[src/rtl/alu_share_arbiter.sv]
// Round-robin arbiter/sequencer that shares one ALU between NREQ requesters.
// Optional WAIT-state timeout is enabled by defining ALU_TIMEOUT_EN.
module alu_share_arbiter #(
  parameter int WIDTH      = 8,
  parameter int NREQ       = 4,
  parameter int TMO_CYCLES = 15
) (
  input  logic                  clk,
  input  logic                  rst,
  input  logic [NREQ-1:0]       req,
  input  logic [NREQ*WIDTH-1:0] req_a,
  input  logic [NREQ*WIDTH-1:0] req_b,
  input  logic [NREQ*3-1:0]     req_opt,
  output logic [NREQ-1:0]       ack,
  output logic [WIDTH-1:0]      rsp_data,
  output logic                  rsp_err,
  output logic                  busy,
  output logic [WIDTH-1:0]      alu_a,
  output logic [WIDTH-1:0]      alu_b,
  output logic [2:0]            alu_opt,
  output logic                  alu_load,
  input  logic [WIDTH-1:0]      alu_dout,
  input  logic                  alu_done
);

  localparam int PW = (NREQ > 1) ? $clog2(NREQ) : 1;

  typedef enum logic [1:0] {IDLE, ISSUE, WAIT, RESP} state_t;

  state_t          state, state_nx;
  logic [PW-1:0]   ptr, g, win_idx, cand;
  logic            win_any;

  logic [WIDTH-1:0] a_arr [NREQ];
  logic [WIDTH-1:0] b_arr [NREQ];
  logic [2:0]       o_arr [NREQ];

  for (genvar i = 0; i < NREQ; i++) begin : g_unpack
    assign a_arr[i] = req_a[i*WIDTH +: WIDTH];
    assign b_arr[i] = req_b[i*WIDTH +: WIDTH];
    assign o_arr[i] = req_opt[i*3 +: 3];
  end

  // Scan from the far end back towards ptr so the last hit is the nearest one.
  always_comb begin
    // NOTE: every combinational output gets a default first so no path leaves it unassigned (no latch).
    win_any = 1'b0;
    win_idx = ptr;
    cand    = '0;
    for (int i = NREQ - 1; i >= 0; i--) begin
      cand = PW'((int'(ptr) + i) % NREQ);
      if (req[cand]) begin
        win_any = 1'b1;
        win_idx = cand;
      end
    end
  end

`ifdef ALU_TIMEOUT_EN
  localparam int TW = $clog2(TMO_CYCLES + 1);
  logic [TW-1:0] tmo_cnt;
  logic          tmo_hit;
`endif

  always_comb begin
    state_nx = state;
`ifdef ALU_TIMEOUT_EN
    tmo_hit  = 1'b0;
`endif
    unique case (state)
      IDLE:  if (win_any) state_nx = ISSUE;
      ISSUE: state_nx = WAIT;
      WAIT: begin
        if (alu_done) state_nx = RESP;
`ifdef ALU_TIMEOUT_EN
        else if (tmo_cnt == TW'(TMO_CYCLES - 1)) begin
          state_nx = RESP;
          tmo_hit  = 1'b1;
        end
`endif
      end
      RESP:    state_nx = IDLE;
      default: state_nx = IDLE;
    endcase
  end

  // NOTE: sequential state uses non-blocking assignments so every register samples pre-edge values.
  always_ff @(posedge clk or posedge rst) begin
    if (rst) state <= IDLE;
    else     state <= state_nx;
  end

  always_ff @(posedge clk or posedge rst) begin
    if (rst) begin
      ptr      <= '0;
      g        <= '0;
      alu_a    <= '0;
      alu_b    <= '0;
      alu_opt  <= '0;
      rsp_data <= '0;
    end else begin
      if (state == IDLE && win_any) begin
        g       <= win_idx;
        alu_a   <= a_arr[win_idx];
        alu_b   <= b_arr[win_idx];
        alu_opt <= o_arr[win_idx];
      end
      if (state == WAIT && alu_done) rsp_data <= alu_dout;
`ifdef ALU_TIMEOUT_EN
      if (tmo_hit) rsp_data <= '0;
`endif
      if (state == RESP) ptr <= (g == PW'(NREQ - 1)) ? '0 : g + 1'b1;
    end
  end

`ifdef ALU_TIMEOUT_EN
  always_ff @(posedge clk or posedge rst) begin
    if (rst) begin
      tmo_cnt <= '0;
      rsp_err <= 1'b0;
    end else begin
      if (state == WAIT) tmo_cnt <= tmo_cnt + 1'b1;
      else               tmo_cnt <= '0;
      if (state == WAIT && state_nx == RESP) rsp_err <= tmo_hit;
    end
  end
`else
  assign rsp_err = 1'b0;
`endif

  // Strobes decode straight from state so reset clears them asynchronously.
  assign alu_load = (state == ISSUE);
  assign busy     = (state != IDLE);

  always_comb begin
    ack = '0;
    if (state == RESP) ack[g] = 1'b1;
  end

endmodule

[config.mk]
export PLATFORM = sky130hd
export DESIGN_NAME = alu_share_arbiter
export DESIGN_NICKNAME = d
export VERILOG_FILES = /design/src/rtl/alu_share_arbiter.sv
export SDC_FILE = /design/constraint.sdc
export NUM_CORES = 1
export LEC_CHECK = 0
export ABC_AREA = 0
export ABC_CLOCK_PERIOD_IN_PS = 1700
export CORE_UTILIZATION = 45
export DETAILED_ROUTE_END_ITERATION = 10
export DONT_BUFFER_PORTS = 1
export PLACE_DENSITY = 0.64
export SETUP_SLACK_MARGIN = 0.4
export SKIP_CTS_REPAIR_TIMING = 1
export SLEW_MARGIN = 20
export SYNTH_ARGS = -nofsm -noshare
export SYNTH_HDL_FRONTEND = slang
export SYNTH_SLANG_ARGS = --single-unit
[constraint.sdc]
create_clock -name clk -period 1.7 [get_ports clk]
set_clock_uncertainty 0.15 [all_clocks]
set_input_delay 0.34 -clock clk [delete_from_list [all_inputs] [get_ports clk]]
set_output_delay 0.34 -clock clk [all_outputs]
set_load 0.01 [all_outputs]
==> results of run 1 <==
-- kinds of logic (layout without fill, tap and decap cells) --
kind of cell,count (synthesis),after routing,synth area share (%)
buffers and inverters,44,62,10.24
flip-flops,33,33,35.77
AO/OA/AOI/OAI,69,69,27.64
multiplexers,29,29,13.12
other,1,1,0.1624
AND/OR/NAND/NOR,40,40,8.184
adder cells (fa/ha/maj),9,9,4.878
-- flip-flops by register name, summed over array words and instances (netlist names) --
signal and flops:
g 2, alu_opt 3, alu_b 8, state 2, ptr 2, rsp_data 8
alu_a 8
-- critical path: stages, from the launching register on --
cell and delay [ps]:
dfrtp_1 410, and3b_1 180, or4_4 430, a21bo_4 260, buf_8 150, a211oi_2 170, a211oi_2 60
-- placed cells by master, fill, tap and decap left out, types with 2 or more instances in the layout --
cell type / count
a211oi_2: 29
a211oi_4: 5
and2_4: 4
nor2_1: 23
nor2b_1: 2
o21bai_2: 2
inv_1: 21
mux2i_1: 19
and3_4: 2
a31oi_1: 19
inv_2: 5
o21ai_0: 2
o21ai_1: 2
mux2_4: 9
buf_4: 11
buf_8: 2
clkbuf_8: 5
dfrtp_1: 33
buf_6: 10
a211oi_1: 4
nand2_1: 2
buf_12: 3
ha_1: 3
ha_4: 5
-- cell type report --
type                       count  area share [%]
clock buffer                   5           2.354
timing repair buffer          28           10.96
multi-input combinational    148           50.64
clock inverter                 3           1.584
sequential                    33           28.25
inverter                      26           3.339
tap                           67           2.868
-- power by group --
group / total [mW] / internal, mW / switching [mW]
Combinational: 3.13 / 1.61 / 1.52
Sequential: 1.64 / 1.20 / 0.442
Clock: 0.746 / 0.439 / 0.307
Total: 5.51 / 3.24 / 2.27
-- layer usage --
layer	vias to the layer above	track usage, %	share of wire, %
met5	-	0	0
met4	0	5.983	0.49
met3	2	6.722	7.2
met2	70	33.03	50
met1	870	26.36	42
li1	835	-	-
-- through the flow --
step	setup slack (ps)	area (sq um)
2_1_floorplan	-169.4	2392
3_3_place_gp	-206.2	2549
3_5_place_dp	-251.2	2549
4_1_cts	-266.1	2664
5_1_grt	-282.9	2923
6_report	-229.4	2923
-- worst min-delay path by stage --
stage | start | end | slack [ps]
2_1_floorplan | rst | alu_a[0] | 320
5_1_grt | alu_dout[3] | rsp_data[3] | 20
6_report | alu_dout[3] | rsp_data[3] | 50
3_3_place_gp | rst | alu_b[0] | 210
3_5_place_dp | rst | alu_b[0] | 220
4_1_cts | rst | rsp_data[1] | -100
==> impl_metrics.toml, run 1 <==
[run_status]
outcome = "complete, but fails checks"
violations = "negative setup slack"

[run]
maxCapViolations = 0

[synthesis]
synth.top_cell.area_share_pct = 35.77
yosysWarnings = 0
synth_cell_types = 32
yosysMostFrequentCell = "dfrtp_1"
ys_ff_latch = 33
synth_edf_count = 0
synthFlopType = "dfrtp_1"
synthesis.area_sq_um = 2308
synth-async-reset-ratio_pct = 100.0
yosysTopAreaCell = "dfrtp_1"
syn_area_per_cell_sq_um = 10.26
yosysSeqAreaShare_pct = 35.77
syn_nets = 325
synth_commonest_cells = "dfrtp_1 (33), a211oi_2 (28), inv_1 (26)"
synth_area_leaders = "dfrtp_1 (36%), a211oi_2 (15%), mux2i_1 (8.2%)"
netlist_instances = 225

[final_layout]
drive_gt1_share_pct = 43.62
seqCellArea_sq_um = 825.8
n_antenna_cell = 0
nNetsFinal = 342
area.growth.synth_to_final_pct = 26.61
final_util_pct = 60.68
multi_input_area_sq_um = 1480
fillers = 408
stdcell_count = 310

[sta]
slew_violations = 0
grt_setup_unrepaired = "true"
final.setup.tns_ps = -3990
setup_viol = 20
post-route-min-period_ps = 1929
hold_viol = 0
final.setup.worst_slack_ps = -229.4
period_share_pct = 113.5
whs_ps = 45.04
fmax_mhz = 518.3

[clock_network]
cts_root_buffer = "clkbuf_8"
clkTransAtPathRegs_ps = 80
cts_tree = "yes"
clk_latency_ps = 280
cts-htree-levels = 2
ctsLongestPathBuffers = 2
cts.sinks = 33
numCtsBuffers = 5

[critical_path]
end_kind = "flop"
r2r-end = "alu_a[3]"
cp-startpoint = "ptr[1]"
start_kind = "flop"
reg2reg_slack_ps = -230
rr_startpoint = "ptr[1]"
worst-r2r-cell-count = 6
worstPathArrival_ps = 1940
critPathMaxFanout = 7
cp_data_required_time_ps = 1710
crit_path_end = "alu_a[3]"
critPathKind = "reg -> reg"

[global_routing]
grt_overflow = 0
grt_pass1_wl_um = 8342
grt_max_degree = 34
grt_antenna_before_repair = 0
track_usage_pct = 20.56
grt_pass1_vias = 1706

[route]
post_drt_wl_per_cell_um = 19.15
drt_wl_total_um = 5935
via_per_inst = 5.732
dr.pass1.iters = 4
antenna_left = 0
drt_iter0_markers = 72
drc = 0
vias = 1777

[place]
gp_congestion = 0.7436
place.port_buffers = 0
placed_cells = 296
dp_hpwl_um = 4027

[die]
rows = 25
io_pins = 125
die_h_um = 73.63
core_area_sq_um = 4817
die_x_um = 73.63
die_area_sq_um = 5421
start_util_pct = 47.92

[min_path]
hold_depth = 1
hold_class = "in -> reg"

[power_and_ir_drop]
power.density_nw_per_um2 = 1885
leakage_nw = 1.249
finalPower_mw = 5.511
ir_drop_v = 0.001004
No activity file was read; power rests on OpenSTA's default activity.
==> inputs of run 2 (changes only) <==
--- a/config.mk
+++ b/config.mk
@@ -10,9 +10,9 @@
 export CORE_UTILIZATION = 45
 export DETAILED_ROUTE_END_ITERATION = 10
 export DONT_BUFFER_PORTS = 1
+export GPL_ROUTABILITY_DRIVEN = 0
 export PLACE_DENSITY = 0.64
 export SETUP_SLACK_MARGIN = 0.4
-export SKIP_CTS_REPAIR_TIMING = 1
 export SLEW_MARGIN = 20
 export SYNTH_ARGS = -nofsm -noshare
 export SYNTH_HDL_FRONTEND = slang
==> run 2 against run 1 <==
  * Critical endpoint is now alu_b[4]
  * Final cell count rose by 3.5%
  * Critical path depth is 2 higher
  * Clock power is essentially flat
  * Setup slack worse by 9.4 ps
  * Largest power group unchanged
  * Sequential share of layout area shrank 2.5 points
  * Die area did not move
  * The flow still finishes with violations (negative setup slack)
  * Core utilization grew 6.0 points
  * Hold slack is essentially flat
  * Count of clock-buffer cells in the layout unchanged
==> impl_metrics.toml, run 2 (synthesized netlist as in run 1, its figures left out) <==
[clock_network]
ctsLongestPathBuffers = 2
clkTransAtPathRegs_ps = 80
cts.sinks = 33
cts_root_buffer = "clkbuf_8"
cts_tree = "yes"
cts-htree-levels = 2
numCtsBuffers = 5
clk_latency_ps = 280

[sta]
slew_violations = 0
post-route-min-period_ps = 1939
period_share_pct = 114.0
fmax_mhz = 515.8
hold_viol = 0
whs_ps = 45.53
setup_viol = 23
grt_setup_unrepaired = "true"
final.setup.worst_slack_ps = -238.8

[min_path]
hold_class = "in -> reg"
hold_depth = 1

[place]
placed_cells = 296
dp_hpwl_um = 4027
dpl-instance-area_sq_um = 2549
place.port_buffers = 0

[critical_path]
critPathMaxStageDelay_ps = 400
cpMaxStageDelayCell = "dfrtp_1"
critPathKind = "reg -> reg"
end_kind = "flop"
cp_top_family = "flip-flops"
path_buf_inv = 3
start_kind = "flop"
critPathMaxFanout = 9
crit_chain = "buf_6 > buf_6 > a21boi_2 > o21bai_2 > and3_4 > buf_12 > mux2i_2 > a211oi_2"
worst-r2r-cell-count = 8
worstPathArrival_ps = 1950
reg2reg_slack_ps = -240
cp_data_required_time_ps = 1720
crit_top_cell = "buf_6"
cp_num_cells = 8

[global_routing]
grt_pass1_wl_um = 8832
grt-busiest-layer = "met2"
use_met2_pct = 35.78
grt_antenna_before_repair = 0
grt_max_degree = 34
gr-usage-met1_pct = 27.56
track_usage_pct = 21.90
gr-usage-met3_pct = 6.722
grt_pass1_vias = 1756
grt_overflow = 0

[run_status]
violations = "negative setup slack"
outcome = "complete, but fails checks"

[route]
dr.pass1.iters = 4
drt_wl_total_um = 6386
antenna_left = 0
post_drt_wl_per_cell_um = 19.89
drt_iter0_markers = 74
vias = 1818
via_per_inst = 5.664
drc = 0

[die]
die_x_um = 73.63
io_pins = 125
start_util_pct = 47.92
core_area_sq_um = 4817
die_h_um = 73.63
rows = 25
die_area_sq_um = 5421

[final_layout]
fin_area_sq_um = 3211
drive_gt1_share_pct = 52.36
largestRegisters = "alu_a (8), alu_b (8), rsp_data (8)"
layout_commonest_cell = "dfrtp_1"
n_antenna_cell = 0
area.growth.synth_to_final_pct = 39.08
nNetsFinal = 353
final_cell_mix = "dfrtp_1 (33), a211oi_2 (29), nor2_1 (23), inv_1 (23), buf_6 (18)"
stdcell_count = 321

[power_and_ir_drop]
finalPower_mw = 6.147
leakage_nw = 1.334
ir_drop_v = 0.001180
power.density_nw_per_um2 = 1914

[run]
maxCapViolations = 0
run 2: cell count changes in the layout (fill, tap and decap cells not counted), sizes merged:
cell and delta:
clkbuf +1, buf +10
run 2: metrics by stage:
| step | utilization, % | TNS, ps | worst slack, ps |
|---|---|---|---|
| finish | 66.65 | -4280 | -238.8 |
| global route | 66.65 | -5857 | -301.9 |
| CTS | 59.84 | -4708 | -253.7 |
| detailed placement | 52.91 | -4390 | -251.2 |
| global placement | 52.91 | -3617 | -206.2 |
| floorplan | - | -2961 | -169.4 |
run 2: cell type report:
cell class                      count  area [sq um]
Clock inverter                      3         46.29
Timing Repair Buffer               39         510.5
Inverter                           26         97.59
Sequential cell                    33         825.8
Fill cell                         368          1607
Multi-Input combinational cell    148          1578
Clock buffer                        5         68.82
Tap cell                           67         83.83
run 2: worst register-to-register path, cell delays in order (launching register included):
cell and delay (ps):
dfrtp_1 400, buf_6 120, buf_6 100, a21boi_2 50, o21bai_2 130, and3_4 340
buf_12 180, mux2i_2 260, a211oi_2 100
run 2: final timing paths:
check,from,to
min in group asynchronous,rst,rsp_data[1]
setup / recovery,ptr[1],alu_b[4]
setup reg to reg,ptr[1],alu_b[4]
max in group asynchronous,rst,alu_a[4]
hold reg to reg,rsp_data[7],rsp_data[7]
hold / removal,alu_dout[3],rsp_data[3]
run 2: repair_timing:
item | CTS | global route
hold endpoints to repair | 33 | 0
pin swaps | 8 | 39
resized for setup | 32 | 47
hold buffers | 1 | 0
cloned | 2 | 2
setup endpoints to repair | 38 | 39
buffers inserted | 6 | 6
run 2: routing by layer:
metal / vias up / wire (um) / part of all wire (%)
li1: 856 / - / -
met5: - / 0 / 0
met2: 71 / 3283 / 51
met4: 0 / 29 / 0.45
met1: 889 / 2650 / 41
met3: 2 / 422 / 6.6
run 2: where the power goes:
part	total (mW)	internal, mW	switching [mW]
registers	1.63	1.19	0.439
logic	3.76	2.05	1.72
clock network	0.749	0.439	0.310
